--- src/rtl/ps2_scancode_decoder_pkg.sv ---
// Shared constants for the PS/2 Set-2 scancode decoder: key indices, prefix codes,
// FSM encoding and the LUT result payload.
package ps2_scancode_decoder_pkg;

  localparam int unsigned NUM_KEYS  = 29;
  localparam int unsigned KEY_IDX_W = 5;

  localparam logic [7:0] SC_BREAK = 8'hF0;
  localparam logic [7:0] SC_EXT   = 8'hE0;

  // Bit positions inside key_state
  localparam logic [KEY_IDX_W-1:0] KEY_TILDE     = 5'd0;
  localparam logic [KEY_IDX_W-1:0] KEY_1         = 5'd1;
  localparam logic [KEY_IDX_W-1:0] KEY_2         = 5'd2;
  localparam logic [KEY_IDX_W-1:0] KEY_3         = 5'd3;
  localparam logic [KEY_IDX_W-1:0] KEY_4         = 5'd4;
  localparam logic [KEY_IDX_W-1:0] KEY_5         = 5'd5;
  localparam logic [KEY_IDX_W-1:0] KEY_6         = 5'd6;
  localparam logic [KEY_IDX_W-1:0] KEY_7         = 5'd7;
  localparam logic [KEY_IDX_W-1:0] KEY_8         = 5'd8;
  localparam logic [KEY_IDX_W-1:0] KEY_9         = 5'd9;
  localparam logic [KEY_IDX_W-1:0] KEY_0         = 5'd10;
  localparam logic [KEY_IDX_W-1:0] KEY_MINUS     = 5'd11;
  localparam logic [KEY_IDX_W-1:0] KEY_EQUALS    = 5'd12;
  localparam logic [KEY_IDX_W-1:0] KEY_BACKSPACE = 5'd13;
  localparam logic [KEY_IDX_W-1:0] KEY_TAB       = 5'd14;
  localparam logic [KEY_IDX_W-1:0] KEY_Q         = 5'd15;
  localparam logic [KEY_IDX_W-1:0] KEY_W         = 5'd16;
  localparam logic [KEY_IDX_W-1:0] KEY_E         = 5'd17;
  localparam logic [KEY_IDX_W-1:0] KEY_R         = 5'd18;
  localparam logic [KEY_IDX_W-1:0] KEY_T         = 5'd19;
  localparam logic [KEY_IDX_W-1:0] KEY_Y         = 5'd20;
  localparam logic [KEY_IDX_W-1:0] KEY_U         = 5'd21;
  localparam logic [KEY_IDX_W-1:0] KEY_I         = 5'd22;
  localparam logic [KEY_IDX_W-1:0] KEY_O         = 5'd23;
  localparam logic [KEY_IDX_W-1:0] KEY_P         = 5'd24;
  localparam logic [KEY_IDX_W-1:0] KEY_LBRACKET  = 5'd25;
  localparam logic [KEY_IDX_W-1:0] KEY_RBRACKET  = 5'd26;
  localparam logic [KEY_IDX_W-1:0] KEY_BACKSLASH = 5'd27;
  localparam logic [KEY_IDX_W-1:0] KEY_SPACEBAR  = 5'd28;

  typedef enum logic [1:0] {
    ST_IDLE      = 2'd0,
    ST_BREAK     = 2'd1,
    ST_EXT       = 2'd2,
    ST_EXT_BREAK = 2'd3
  } state_e;

  typedef struct packed {
    logic                 hit;
    logic [KEY_IDX_W-1:0] idx;
  } key_lookup_t;

  function automatic logic [KEY_IDX_W-1:0] count_keys(input logic [NUM_KEYS-1:0] keys);
    logic [KEY_IDX_W-1:0] n;
    n = '0;
    for (int unsigned i = 0; i < NUM_KEYS; i++) begin
      n = n + KEY_IDX_W'(keys[i]);
    end
    return n;
  endfunction

endpackage

--- src/rtl/ps2_scancode_lut.sv ---
// Combinational Set-2 make-code lookup: maps a byte to {hit, key index}.
module ps2_scancode_lut
  import ps2_scancode_decoder_pkg::*;
(
  input  logic [7:0]  code_i,
  output key_lookup_t key_o
);

  always_comb begin
    key_o.hit = 1'b1;
    key_o.idx = '0;
    case (code_i)
      8'h0E:   key_o.idx = KEY_TILDE;
      8'h16:   key_o.idx = KEY_1;
      8'h1E:   key_o.idx = KEY_2;
      8'h26:   key_o.idx = KEY_3;
      8'h25:   key_o.idx = KEY_4;
      8'h2E:   key_o.idx = KEY_5;
      8'h36:   key_o.idx = KEY_6;
      8'h3D:   key_o.idx = KEY_7;
      8'h3E:   key_o.idx = KEY_8;
      8'h46:   key_o.idx = KEY_9;
      8'h45:   key_o.idx = KEY_0;
      8'h4E:   key_o.idx = KEY_MINUS;
      8'h55:   key_o.idx = KEY_EQUALS;
      8'h66:   key_o.idx = KEY_BACKSPACE;
      8'h0D:   key_o.idx = KEY_TAB;
      8'h15:   key_o.idx = KEY_Q;
      8'h1D:   key_o.idx = KEY_W;
      8'h24:   key_o.idx = KEY_E;
      8'h2D:   key_o.idx = KEY_R;
      8'h2C:   key_o.idx = KEY_T;
      8'h35:   key_o.idx = KEY_Y;
      8'h3C:   key_o.idx = KEY_U;
      8'h43:   key_o.idx = KEY_I;
      8'h44:   key_o.idx = KEY_O;
      8'h4D:   key_o.idx = KEY_P;
      8'h54:   key_o.idx = KEY_LBRACKET;
      8'h5B:   key_o.idx = KEY_RBRACKET;
      8'h5D:   key_o.idx = KEY_BACKSLASH;
      8'h29:   key_o.idx = KEY_SPACEBAR;
      default: key_o.hit = 1'b0;
    endcase
  end

endmodule

--- src/rtl/ps2_scancode_decoder.sv ---
// PS/2 Set-2 decoder: prefix FSM, held-key vector and press/release pulses.
// Define PS2_TYPEMATIC_EN to pulse key_press_pulse on typematic repeats.
module ps2_scancode_decoder
  import ps2_scancode_decoder_pkg::*;
#(
  parameter int unsigned TIMEOUT_CYCLES = 2500000
) (
  input  logic                 CLOCK_50,
  input  logic                 resetn,
  input  logic [7:0]           rx_data,
  input  logic                 rx_valid,
  input  logic                 clear_all,
  output logic [NUM_KEYS-1:0]  key_state,
  output logic                 key_press_pulse,
  output logic                 key_release_pulse,
  output logic [KEY_IDX_W-1:0] event_key,
  output logic [KEY_IDX_W-1:0] held_count,
  output logic                 prefix_timeout
);

  localparam int unsigned CNT_W = (TIMEOUT_CYCLES > 1) ? $clog2(TIMEOUT_CYCLES) : 1;

  state_e               state_q, state_d;
  logic [CNT_W-1:0]     cnt_q, cnt_d;
  logic [NUM_KEYS-1:0]  keys_q, keys_d;
  logic                 press_q, press_d;
  logic                 release_q, release_d;
  logic [KEY_IDX_W-1:0] evt_q, evt_d;
  logic [KEY_IDX_W-1:0] held_q, held_d;
  logic                 tmo_q, tmo_d;
  key_lookup_t          lut_key;

  ps2_scancode_lut u_lut (
    .code_i (rx_data),
    .key_o  (lut_key)
  );

  always_ff @(posedge CLOCK_50 or negedge resetn) begin
    if (!resetn) begin
      state_q   <= ST_IDLE;
      cnt_q     <= '0;
      keys_q    <= '0;
      press_q   <= 1'b0;
      release_q <= 1'b0;
      evt_q     <= '0;
      held_q    <= '0;
      tmo_q     <= 1'b0;
    end else begin
      state_q   <= state_d;
      cnt_q     <= cnt_d;
      keys_q    <= keys_d;
      press_q   <= press_d;
      release_q <= release_d;
      evt_q     <= evt_d;
      held_q    <= held_d;
      tmo_q     <= tmo_d;
    end
  end

  // Priority: clear_all, then a received byte, then the prefix timeout.
  always_comb begin
    state_d   = state_q;
    cnt_d     = cnt_q;
    keys_d    = keys_q;
    press_d   = 1'b0;
    release_d = 1'b0;
    evt_d     = evt_q;
    tmo_d     = 1'b0;

    if (clear_all) begin
      state_d = ST_IDLE;
      cnt_d   = '0;
      keys_d  = '0;
    end else if (rx_valid) begin
      cnt_d = '0;
      case (state_q)
        ST_IDLE: begin
          if (rx_data == SC_BREAK) begin
            state_d = ST_BREAK;
          end else if (rx_data == SC_EXT) begin
            state_d = ST_EXT;
          end else if (lut_key.hit) begin
            if (!keys_q[lut_key.idx]) begin
              keys_d[lut_key.idx] = 1'b1;
              press_d             = 1'b1;
              evt_d               = lut_key.idx;
            end
`ifdef PS2_TYPEMATIC_EN
            else begin
              press_d = 1'b1;
              evt_d   = lut_key.idx;
            end
`endif
          end
        end
        ST_BREAK: begin
          if (rx_data == SC_BREAK) begin
            state_d = ST_BREAK;
          end else if (rx_data == SC_EXT) begin
            state_d = ST_EXT;
          end else begin
            state_d = ST_IDLE;
            if (lut_key.hit && keys_q[lut_key.idx]) begin
              keys_d[lut_key.idx] = 1'b0;
              release_d           = 1'b1;
              evt_d               = lut_key.idx;
            end
          end
        end
        // Extended keys are all unmapped, so E0 sequences never touch key state.
        ST_EXT:       state_d = (rx_data == SC_BREAK) ? ST_EXT_BREAK : ST_IDLE;
        ST_EXT_BREAK: state_d = ST_IDLE;
        default:      state_d = ST_IDLE;
      endcase
    end else if (state_q != ST_IDLE) begin
      if (cnt_q == CNT_W'(TIMEOUT_CYCLES - 1)) begin
        state_d = ST_IDLE;
        cnt_d   = '0;
        tmo_d   = 1'b1;
      end else begin
        cnt_d = cnt_q + CNT_W'(1);
      end
    end

    held_d = count_keys(keys_d);
  end

  assign key_state         = keys_q;
  assign key_press_pulse   = press_q;
  assign key_release_pulse = release_q;
  assign event_key         = evt_q;
  assign held_count        = held_q;
  assign prefix_timeout    = tmo_q;

endmodule

--- config.mk ---
export PLATFORM = sky130hd
export DESIGN_NAME = ps2_scancode_decoder
export DESIGN_NICKNAME = d
export VERILOG_FILES = /design/src/rtl/ps2_scancode_decoder_pkg.sv /design/src/rtl/ps2_scancode_lut.sv /design/src/rtl/ps2_scancode_decoder.sv
export SDC_FILE = /design/constraint.sdc
export NUM_CORES = 1
export LEC_CHECK = 0
export BUFFER_PORTS_ARGS = -buffer_cell sky130_fd_sc_hd__buf_2
export CORE_MARGIN = 2
export CORE_UTILIZATION = 45
export CTS_CLUSTER_SIZE = 16
export DETAILED_ROUTE_END_ITERATION = 12
export GPL_TIMING_DRIVEN = 1
export PLACE_DENSITY = 0.69
export SLEW_MARGIN = 20
export SYNTH_ARGS = -nofsm -noshare
export SYNTH_HDL_FRONTEND = slang
export SYNTH_SLANG_ARGS = --single-unit
--- constraint.sdc ---
create_clock -name CLOCK_50 -period 8.91 [get_ports CLOCK_50]
set_clock_uncertainty 0.2 [all_clocks]
set_input_delay 0.891 -clock CLOCK_50 [delete_from_list [all_inputs] [get_ports CLOCK_50]]
set_output_delay 0.891 -clock CLOCK_50 [all_outputs]
set_load 0.005 [all_outputs]
==> flow_summary.ini, run 1 <==
[run_status]
outcome = finished clean

[worst_setup_path]
critical_path_peak_fanout = 23
critical_path.endpoint_type = register
cp-startpoint = rx_data[6]
worstReg2RegEnd = held_count[4]
max_stage_delay_ns = 0.60
slowest_stage = sky130_fd_sc_hd__or4b_1
timing.reg2reg.setup_slack_ns = 1.89
critPathArrivalTime_ns = 8.58
r2r_cells = 23
crit-reg2reg-launch = state_q[0]
timing.setup.critical_path_class = input pin to register
critical_path.endpoint = held_count[4]
worstPathRequired_ns = 8.92
start_kind = input pin
worst_path_most_repeated_cell = sky130_fd_sc_hd__fa_1

[sta]
timing_max_transition_violations_final = 0
period_share_pct = 96.2
report.final.setup_viol = 0
fmaxAchievable_ghz = 0.117
fin_crit_ns = 8.57
setup_repair_after_global_routing_missed_its_margin = no
hold_violations = 0
worst-slew-pin-transition_ns = 0.974
hold-worst-slack_ns = 0.298
slew_headroom_pct = 34.6

[clock_tree]
tritoncts_num_sinks = 66
holdBufCountCts = 0
clk_root_buffer_cell = sky130_fd_sc_hd__clkbuf_16
clk_latency_ns = 0.33
num_cts_buffers = 9
worst_setup_hold_path_clk_slew_ns = 0.05
depth_of_the_cts_h_tree = 3
cts_tree = done
cts.path.max_buffers = 2

[die]
dieArea_sq_um = 12500
floorplan.initialDensity_pct = 45.8
core_area_sq_um = 11400
rows = 39
die_height_microns = 112
io_pins = 54
dieWidth_microns = 112

[routing]
route.detailed.drc = 0
post_drt_wl_per_cell_microns = 19.7
wirelength_mm = 15.1
antenna_left = 0
detail_route.first_pass.iterations = 5
via_per_inst = 6.23
dr.first_iter.drc_count = 514
vias = 4756

[synth]
syn-num-nets = 594
synth-async-reset-ratio_pct = 100
yosysTopAreaCellShare_pct = 31.7
seq_area_frac_synth_pct = 31.7
synthDistinctLibCells = 87
yosys_warnings = 0
biggest_area_contributors_in_the_synthesized_netlist = sky130_fd_sc_hd__dfrtp_1 (32%), sky130_fd_sc_hd__fa_1 (8.1%), sky130_fd_sc_hd__nor2_1 (4.0%)
syn_inst = 553
synth_edf_count = 0
synth_top_flop_cell = sky130_fd_sc_hd__dfrtp_1
synth.largest_area_cell = sky130_fd_sc_hd__dfrtp_1
syn_area_per_cell_sq_um = 9.43
synth.cell_area_sq_um = 5210
yosys_register_bits = 66

[placement]
hpwl_mm = 11.5
globalplace.congestion = 0.927
place_inst = 750
portBuffers = 53

[pwr]
comb_power_share_pct = 11.3
pwr-share-seq_pct = 42.5
switching_pwr_uw = 177
power_dens_cells_nw_per_um2 = 118
leakage_power_uw = 0.00263
internal-power_uw = 540
clockPowerShare_pct = 46.1
vdd_ir_drop_max_v = 0.000115
sw_frac_of_total_pct = 24.7

[layout]
final_cell_mix = sky130_fd_sc_hd__dfrtp_1 (66), sky130_fd_sc_hd__nor2_1 (55), sky130_fd_sc_hd__buf_2 (50)
final-instance-count-excl-fill = 764
fillerInstances = 1042
layout-drive-gt1-share_pct = 25.3
synthToLayoutAreaGrowth_pct = 16.2
num_antenna_cells = 0
mostFrequentLayoutCell = sky130_fd_sc_hd__dfrtp_1
final_nets = 659

[global_routing]
overall_routing_resource_usage_pct = 24.8
grt_start_max_net_pins = 67
grt_pass1_wl_mm = 24.5
grt-ovfl-total = 0
grt_antenna_before_repair = 0
first_global_vias = 4595

[min_path]
hold_crit_class = register to register

[run]
max_cap_viol_count = 0
[cell usage after synthesis (10+ instances only)]
| library cell | n |
|---|---|
| sky130_fd_sc_hd__nand2_1 | 33 |
| sky130_fd_sc_hd__dfrtp_1 | 66 |
| sky130_fd_sc_hd__fa_1 | 21 |
| sky130_fd_sc_hd__xor2_1 | 10 |
| sky130_fd_sc_hd__a211oi_1 | 14 |
| sky130_fd_sc_hd__nor3_1 | 16 |
| sky130_fd_sc_hd__a211o_1 | 11 |
| sky130_fd_sc_hd__a21oi_1 | 19 |
| sky130_fd_sc_hd__o21ai_0 | 18 |
| sky130_fd_sc_hd__buf_2 | 15 |
| sky130_fd_sc_hd__nor2_1 | 55 |
| sky130_fd_sc_hd__inv_1 | 31 |
| sky130_fd_sc_hd__clkbuf_1 | 16 |
| sky130_fd_sc_hd__nand3_1 | 19 |
[through the flow]
step	TNS, ns	total power (uW)	instance area [sq um]	worst slack [ns]	util (%)
2_1_floorplan	0	360	5210	0.360	-
3_3_place_gp	0	389	5740	0.00269	50.5
3_5_place_dp	-0.0526	389	5740	-0.0526	50.5
4_1_cts	0	720	6020	0.217	52.9
5_1_grt	0	742	6060	0.0151	53.3
6_report	0	717	6060	0.341	53.3
[worst min-delay path by stage]
stage                  from           end  slack (ns)  cells after the start
3_5_place_dp   event_key[4]  event_key[4]        0.29                      1
4_1_cts        event_key[4]  event_key[4]        0.30                      1
2_1_floorplan     cnt_q[19]     cnt_q[19]        0.26                      1
3_3_place_gp      cnt_q[18]     cnt_q[18]        0.29                      1
5_1_grt        event_key[3]  event_key[3]        0.32                      1
6_report       event_key[4]  event_key[4]        0.30                      1
[cell families (layout without fill, tap and decap cells)]
logic type | count (synthesis) | count (layout) | synth area share (%)
simple gates | 216 | 216 | 23.8
xor+xnor | 18 | 18 | 3.02
fa+ha+maj | 29 | 29 | 9.99
compound gates | 135 | 135 | 21.1
mux | 17 | 17 | 3.89
buf+inv | 72 | 140 | 6.53
flops | 66 | 66 | 31.7
[state kept, by name, indices dropped and copies added, names as in the netlist]
| name | flops |
|---|---|
| key_state | 29 |
| key_release_pulse | 1 |
| cnt_q | 22 |
| held_count | 5 |
| state_q | 2 |
| prefix_timeout | 1 |
| event_key | 5 |
| key_press_pulse | 1 |
[critical path: cells and delay by family]
family | cells | cell delay [ns]
AOI/OAI and AO/OA | 8 | 1.46
buffers and inverters | 8 | 0.91
and+or+nand+nor | 4 | 1.55
adders and majority gates | 8 | 3.64
xor gates and xnor gates | 1 | 0.13
[area by class of cell]
class / instances / area [sq um] / share of cell area [%]
Clock inverter: 2 / 12.5 / 0.207
Multi-Input combinational cell: 415 / 3250 / 53.7
Sequential cell: 66 / 1650 / 27.3
Inverter: 33 / 124 / 2.04
Clock buffer: 12 / 267 / 4.40
Tap cell: 143 / 179 / 2.95
Timing Repair Buffer: 93 / 573 / 9.46
[power groups by stage]
| stage | Sequential [uW] | Clock, uW | Combinational (uW) |
|---|---|---|---|
| floorplan | 310 | 0 | 50.4 |
| global placement | 310 | 0 | 78.6 |
| detailed placement | 310 | 0 | 79.2 |
| CTS | 305 | 335 | 79.4 |
| global route | 305 | 347 | 89.4 |
| finish | 305 | 331 | 81.4 |
[timing repair]
item | in CTS | in global routing
setup buffers | 0 | 0
endpoints found under the hold margin | 0 | 0
endpoints found under the setup margin | 0 | 2
resized for setup | 0 | 11
[layer usage]
layer / up-vias / track usage [%] / routed length, microns
met5: - / 0 / 0
met2: 210 / 39.5 / 7230
met3: 44 / 5.99 / 1030
met4: 0 / 10.8 / 552
li1: 2167 / - / -
met1: 2335 / 32.3 / 6260
No activity file was read; power rests on OpenSTA's default activity.
==> run 2, diff against run 1 <==
--- a/config.mk
+++ b/config.mk
@@ -11,8 +11,9 @@
 export CTS_CLUSTER_SIZE = 16
 export DETAILED_ROUTE_END_ITERATION = 12
 export GPL_TIMING_DRIVEN = 1
-export PLACE_DENSITY = 0.69
+export PLACE_DENSITY = 0.68
 export SLEW_MARGIN = 20
 export SYNTH_ARGS = -nofsm -noshare
 export SYNTH_HDL_FRONTEND = slang
+export SYNTH_HIERARCHICAL = 1
 export SYNTH_SLANG_ARGS = --single-unit
==> flow_summary.ini, run 2 <==
[min_path]
hold_path_cell_cnt = 2
hold_crit_class = register to register

[layout]
largest_reg_flops = 29
mostFrequentLayoutCell = sky130_fd_sc_hd__dfrtp_1
fillerInstances = 1081
final_nets = 732
multiInputGateArea_sq_um = 3540
final-instance-count-excl-fill = 842
layout-drive-gt1-share_pct = 22.0
final_cell_mix = sky130_fd_sc_hd__dfrtp_1 (66), sky130_fd_sc_hd__buf_4 (57), sky130_fd_sc_hd__nor2_1 (54)
num_antenna_cells = 0
seqCellArea_sq_um = 1650
synthToLayoutAreaGrowth_pct = 18.4

[die]
dieArea_sq_um = 13100
rows = 40
floorplan.initialDensity_pct = 45.7
dieWidth_microns = 114
io_pins = 54
die_height_microns = 114
core_area_sq_um = 12000

[synth]
synth.largest_area_cell = sky130_fd_sc_hd__dfrtp_1
yosys_warnings = 6
seq_area_frac_synth_pct = 30.2
synthDistinctLibCells = 78
synth_top_flop_cell = sky130_fd_sc_hd__dfrtp_1
syn-num-nets = 656
biggest_area_contributors_in_the_synthesized_netlist = sky130_fd_sc_hd__dfrtp_1 (30%), sky130_fd_sc_hd__fa_1 (7.7%), sky130_fd_sc_hd__nor2_1 (3.7%)
yosys_register_bits = 66
syn_area_per_cell_sq_um = 8.89
synth_edf_count = 0
synth-async-reset-ratio_pct = 100
synth.cell_area_sq_um = 5470
most_instantiated_cells_after_synthesis = sky130_fd_sc_hd__dfrtp_1 (66), sky130_fd_sc_hd__nor2_1 (54), sky130_fd_sc_hd__nand2_1 (53)
yosysTopAreaCellShare_pct = 30.2
syn_inst = 615
synth_most_common_cell = sky130_fd_sc_hd__dfrtp_1

[clock_tree]
worst_setup_hold_path_clk_slew_ns = 0.06
clk_latency_ns = 0.34
depth_of_the_cts_h_tree = 3
cts_tree = done
tritoncts_num_sinks = 66
holdBufCountCts = 0
cts.path.max_buffers = 2
num_cts_buffers = 9
clk_root_buffer_cell = sky130_fd_sc_hd__clkbuf_16
cts.repair_timing.setup_buffer_count = 0

[global_routing]
grt_pass1_wl_mm = 26.5
first_global_vias = 5105
grt_antenna_before_repair = 0
overall_routing_resource_usage_pct = 26.0
grt-ovfl-total = 0
grt_start_max_net_pins = 67

[pwr]
power_dens_cells_nw_per_um2 = 125
leakage_power_uw = 0.00283
vdd_ir_drop_max_v = 0.0000963

[sta]
report.final.setup_viol = 0
worst-slew-pin-transition_ns = 0.858
period_share_pct = 95.8
hold-worst-slack_ns = 0.341
fin_setup_tns_ns = 0
setup_repair_after_global_routing_missed_its_margin = no
fin_crit_ns = 8.53
hold_violations = 0
fmaxAchievable_ghz = 0.117
timing_max_transition_violations_final = 0
postLayoutSetupSlackWorst_ns = 0.375
slew_headroom_pct = 42.8

[placement]
hpwl_mm = 12.2
pre_cts_setup_slack_ns = -0.0913
globalplace.congestion = 0.985
portBuffers = 53
place_inst = 827

[worst_setup_path]
critPathArrivalTime_ns = 8.60
crit-reg2reg-launch = state_q[0]
start_kind = input pin
critical_path.endpoint_type = register
critical_path_peak_fanout = 9
timing.setup.critical_path_class = input pin to register
worstPathRequired_ns = 8.97
timing.reg2reg.setup_slack_ns = 1.84
worstReg2RegEnd = held_count[4]
cp-startpoint = rx_data[5]
r2r_cells = 21
critical_path.endpoint = held_count[4]

[routing]
wirelength_mm = 16.3
via_per_inst = 6.33
antenna_left = 0
dr.first_iter.drc_count = 622
route.detailed.drc = 0
post_drt_wl_per_cell_microns = 19.3
vias = 5326
detail_route.first_pass.iterations = 6

[run]
max_cap_viol_count = 0

[run_status]
outcome = finished clean
run 2: cell count changes in the layout (fill, tap and decap cells not counted), sizes merged, moves of 7 or more:
| cell | before | now |
|---|---|---|
| a211oi | 15 | 22 |
| buf | 90 | 110 |
| mux2 | 10 | 2 |
| mux4 | 0 | 7 |
| nand2 | 33 | 53 |
run 2: logic make-up after synthesis:
family,after synthesis,synth area share (%)
AND/OR/NAND/NOR,240,23.8
XOR/XNOR,20,3.20
AO/OA/AOI/OAI,163,22.1
adder cells (fa/ha/maj),29,9.52
buffers and inverters,78,5.99
multiplexers,19,5.12
flip-flops,66,30.2
run 2: what timing repair did:
item	CTS	global route
setup endpoints to repair	0	4
gates resized for setup	0	7
hold endpoints to repair	0	0
run 2: metal layers:
layer | part of all wire, % | vias to the layer above | routed length [microns] | global-route usage [%]
met3 | 7.0 | 38 | 1140 | 5.51
met4 | 3.1 | 0 | 513 | 9.35
met2 | 47 | 215 | 7710 | 43.1
met5 | 0 | - | 0 | 0
met1 | 43 | 2623 | 6930 | 33.9
li1 | - | 2450 | - | -
run 2: power breakdown:
part / leakage, uW / switching, uW / internal [uW]
Combinational: 0.00178 / 77.8 / 56.3
Sequential: 0.000910 / 13.6 / 312
Clock: 0.000138 / 134 / 214
Total: 0.00283 / 226 / 583
run 2: how the worst min path moves through the flow:
stage / slack [ns] / to / start
floorplan: 0.27 / cnt_q[21] / cnt_q[21]
global placement: 0.30 / cnt_q[21] / cnt_q[21]
detailed placement: 0.33 / cnt_q[19] / cnt_q[19]
CTS: 0.34 / cnt_q[19] / cnt_q[19]
global route: 0.36 / cnt_q[19] / cnt_q[19]
finish: 0.34 / cnt_q[21] / cnt_q[21]
run 2: area by class of cell:
type                    count  share of cell area, %
flip-flops and latches     66                   25.5
clock inverters             5                  0.869
multi-input cells         471                   54.6
well taps                 147                   2.84
repair buffers            110                   10.7
inverters                  33                   1.91
clock buffers              10                   3.54
run 2: metrics by stage:
step	total power, uW	cell area [sq um]	util [%]
after floorplan	408	5470	-
after global placement	461	6150	51.4
after detailed placement	463	6150	51.4
after CTS	814	6430	53.8
after global routing	842	6480	54.1
final	808	6480	54.1
run 2: critical path, stage by stage:
cell                       delay [ns]
sky130_fd_sc_hd__buf_2           0.16
sky130_fd_sc_hd__or4b_4          0.55
sky130_fd_sc_hd__nor2_1          0.21
sky130_fd_sc_hd__and2_1          0.16
sky130_fd_sc_hd__o21ai_0         0.07
sky130_fd_sc_hd__o211ai_1        0.23
sky130_fd_sc_hd__mux4_2          0.57
sky130_fd_sc_hd__mux2_2          0.32
sky130_fd_sc_hd__a211oi_4        0.46
sky130_fd_sc_hd__a21oi_1         0.19
sky130_fd_sc_hd__buf_4           0.21
sky130_fd_sc_hd__a311oi_1        0.44
sky130_fd_sc_hd__fa_1            0.50
sky130_fd_sc_hd__inv_1           0.08
sky130_fd_sc_hd__fa_1            0.43
sky130_fd_sc_hd__fa_1            0.56
sky130_fd_sc_hd__fa_1            0.44
sky130_fd_sc_hd__fa_1            0.49
sky130_fd_sc_hd__inv_1           0.05
sky130_fd_sc_hd__fa_1            0.42
sky130_fd_sc_hd__inv_1           0.07
sky130_fd_sc_hd__fa_1            0.15
sky130_fd_sc_hd__inv_1           0.06
sky130_fd_sc_hd__fa_1            0.38
sky130_fd_sc_hd__a21o_1          0.18
sky130_fd_sc_hd__a21oi_1         0.16
sky130_fd_sc_hd__xnor2_1         0.14
==> run 3, diff against run 2 <==
==> constraint.sdc (replaced) <==
create_clock -name CLOCK_50 -period 8.91 [get_ports CLOCK_50]
set_clock_uncertainty 0.2 [all_clocks]
set_input_delay 1.3365 -clock CLOCK_50 [delete_from_list [all_inputs] [get_ports CLOCK_50]]
set_output_delay 1.3365 -clock CLOCK_50 [all_outputs]
set_load 0.005 [all_outputs]
==> flow_summary.ini, run 3 (synthesis results as in run 2) <==
[clock_tree]
cts_tree = done
depth_of_the_cts_h_tree = 3
clk_latency_ns = 0.35
num_cts_buffers = 9
holdBufCountCts = 0
cts.path.max_buffers = 2
clk_root_buffer_cell = sky130_fd_sc_hd__clkbuf_16
tritoncts_num_sinks = 66
worst_setup_hold_path_clk_slew_ns = 0.06

[worst_setup_path]
timing.reg2reg.setup_slack_ns = 2.23
worstReg2RegEnd = held_count[4]
slowest_stage = sky130_fd_sc_hd__or4b_4
critPathArrivalTime_ns = 8.72
critical_path_peak_fanout = 5
critical_path.endpoint = held_count[4]
crit-reg2reg-launch = state_q[0]
timing.setup.critical_path_class = input pin to register
cp-startpoint = rx_data[5]
start_kind = input pin
max_stage_delay_ns = 0.59
critical_path.endpoint_type = register
r2r_cells = 21
worstPathRequired_ns = 8.97
worst_path_most_repeated_cell = sky130_fd_sc_hd__fa_1

[global_routing]
grt-ovfl-total = 0
grt_start_max_net_pins = 67
grt_pass1_wl_mm = 28.2
grt_antenna_before_repair = 0
first_global_vias = 5496
overall_routing_resource_usage_pct = 27.6

[die]
dieWidth_microns = 114
dieArea_sq_um = 13100
core_area_sq_um = 12000
die_height_microns = 114
rows = 40
io_pins = 54
floorplan.initialDensity_pct = 45.7

[routing]
vias = 5601
post_drt_wl_per_cell_microns = 19.2
wirelength_mm = 17.5
dr.first_iter.drc_count = 408
detail_route.first_pass.iterations = 5
route.detailed.drc = 0
via_per_inst = 6.17
antenna_left = 0

[sta]
report.final.setup_viol = 0
slew_headroom_pct = 32.5
period_share_pct = 97.2
timing_max_transition_violations_final = 0
hold_violations = 0
fmaxAchievable_ghz = 0.115
worst-slew-pin-transition_ns = 1.01
fin_crit_ns = 8.66

[run]
max_cap_viol_count = 0

[placement]
hpwl_mm = 12.7
postPlaceCellArea_sq_um = 6620
portBuffers = 53
globalplace.congestion = 0.931

[layout]
fin_area_sq_um = 7170
final_nets = 797
seqCellArea_sq_um = 1650
fillerInstances = 1034
largest_reg_flops = 29
multiInputGateArea_sq_um = 3690
final_cell_mix = sky130_fd_sc_hd__buf_4 (115), sky130_fd_sc_hd__dfrtp_1 (66), sky130_fd_sc_hd__nor2_1 (53), sky130_fd_sc_hd__nand2_1 (53), sky130_fd_sc_hd__buf_2 (52)
layout-drive-gt1-share_pct = 31.8
mostFrequentLayoutCell = sky130_fd_sc_hd__buf_4
synthToLayoutAreaGrowth_pct = 31.2
num_antenna_cells = 0

[pwr]
design_power_total_uw = 838
power_dens_cells_nw_per_um2 = 117
vdd_ir_drop_max_v = 0.000114
leakage_power_uw = 0.00320

[run_status]
outcome = finished clean

[min_path]
hold_crit_class = register to register
-- run 3: cell types whose count changed in the layout (fill, tap and decap cells not counted), sizes merged --
cell,previous run,this run
clkinvlp,1,2
buf,110,175
-- run 3: worst min path at each step --
| stage | from | to | slack (ns) | cells past startpoint |
|---|---|---|---|---|
| after global routing | cnt_q[1] | cnt_q[1] | 0.38 | 1 |
| after CTS | cnt_q[8] | cnt_q[8] | 0.34 | 2 |
| final | cnt_q[1] | cnt_q[1] | 0.34 | 1 |
| after floorplan | cnt_q[21] | cnt_q[21] | 0.27 | 2 |
| after global placement | cnt_q[21] | cnt_q[21] | 0.30 | 2 |
| after detailed placement | cnt_q[8] | cnt_q[8] | 0.32 | 2 |
-- run 3: metrics by stage --
step                hold WS, ns  utilization [%]  worst slack [ns]  TNS [ns]  instances
floorplan                 0.271                -            0.0532         0        615
global placement          0.297             55.4            -0.458     -1.50        886
detailed placement        0.318             55.4            -0.502     -1.47        886
CTS                       0.339             57.9         0.0000755         0        902
global route              0.380             60.0          -0.00492  -0.00492        908
finish                    0.342             60.0             0.251         0        908
-- run 3: critical path: cells and delay by family --
kind            cells  cell delay [ns]
mux                 2             0.81
simple gates        3             0.87
compound gates      7             1.22
fa+ha+maj           8             3.37
buf+inv             9             0.96
xor+xnor            1             0.13
-- run 3: area by class of cell --
cell class / instances / share of cell area [%]
clock inverters: 6 / 0.942
clock buffers: 10 / 3.19
multi-input cells: 471 / 51.4
well taps: 147 / 2.56
repair buffers: 175 / 17.2
inverters: 33 / 1.73
flip-flops and latches: 66 / 23.0
-- run 3: per-layer routing --
layer  share of wire (%)  wire (microns)  track usage, %
met3                 6.2            1080            5.77
met2                  49            8470            44.8
met4                 3.2             565            10.9
met5                   0               0               0
met1                  42            7330            36.1
-- run 3: what timing repair did --
action / CTS / global route
setup buffers: 0 / 5
pin swaps: 0 / 16
resized for setup: 3 / 46
endpoints found under the setup margin: 2 / 4
gates cloned: 0 / 0
-- run 3: power breakdown --
part | leakage [uW] | total, uW | switching, uW | internal (uW)
Clock | 0.000139 | 356 | 139 | 217
Combinational | 0.00215 | 158 | 86.0 | 72.3
Sequential | 0.000910 | 324 | 12.0 | 312
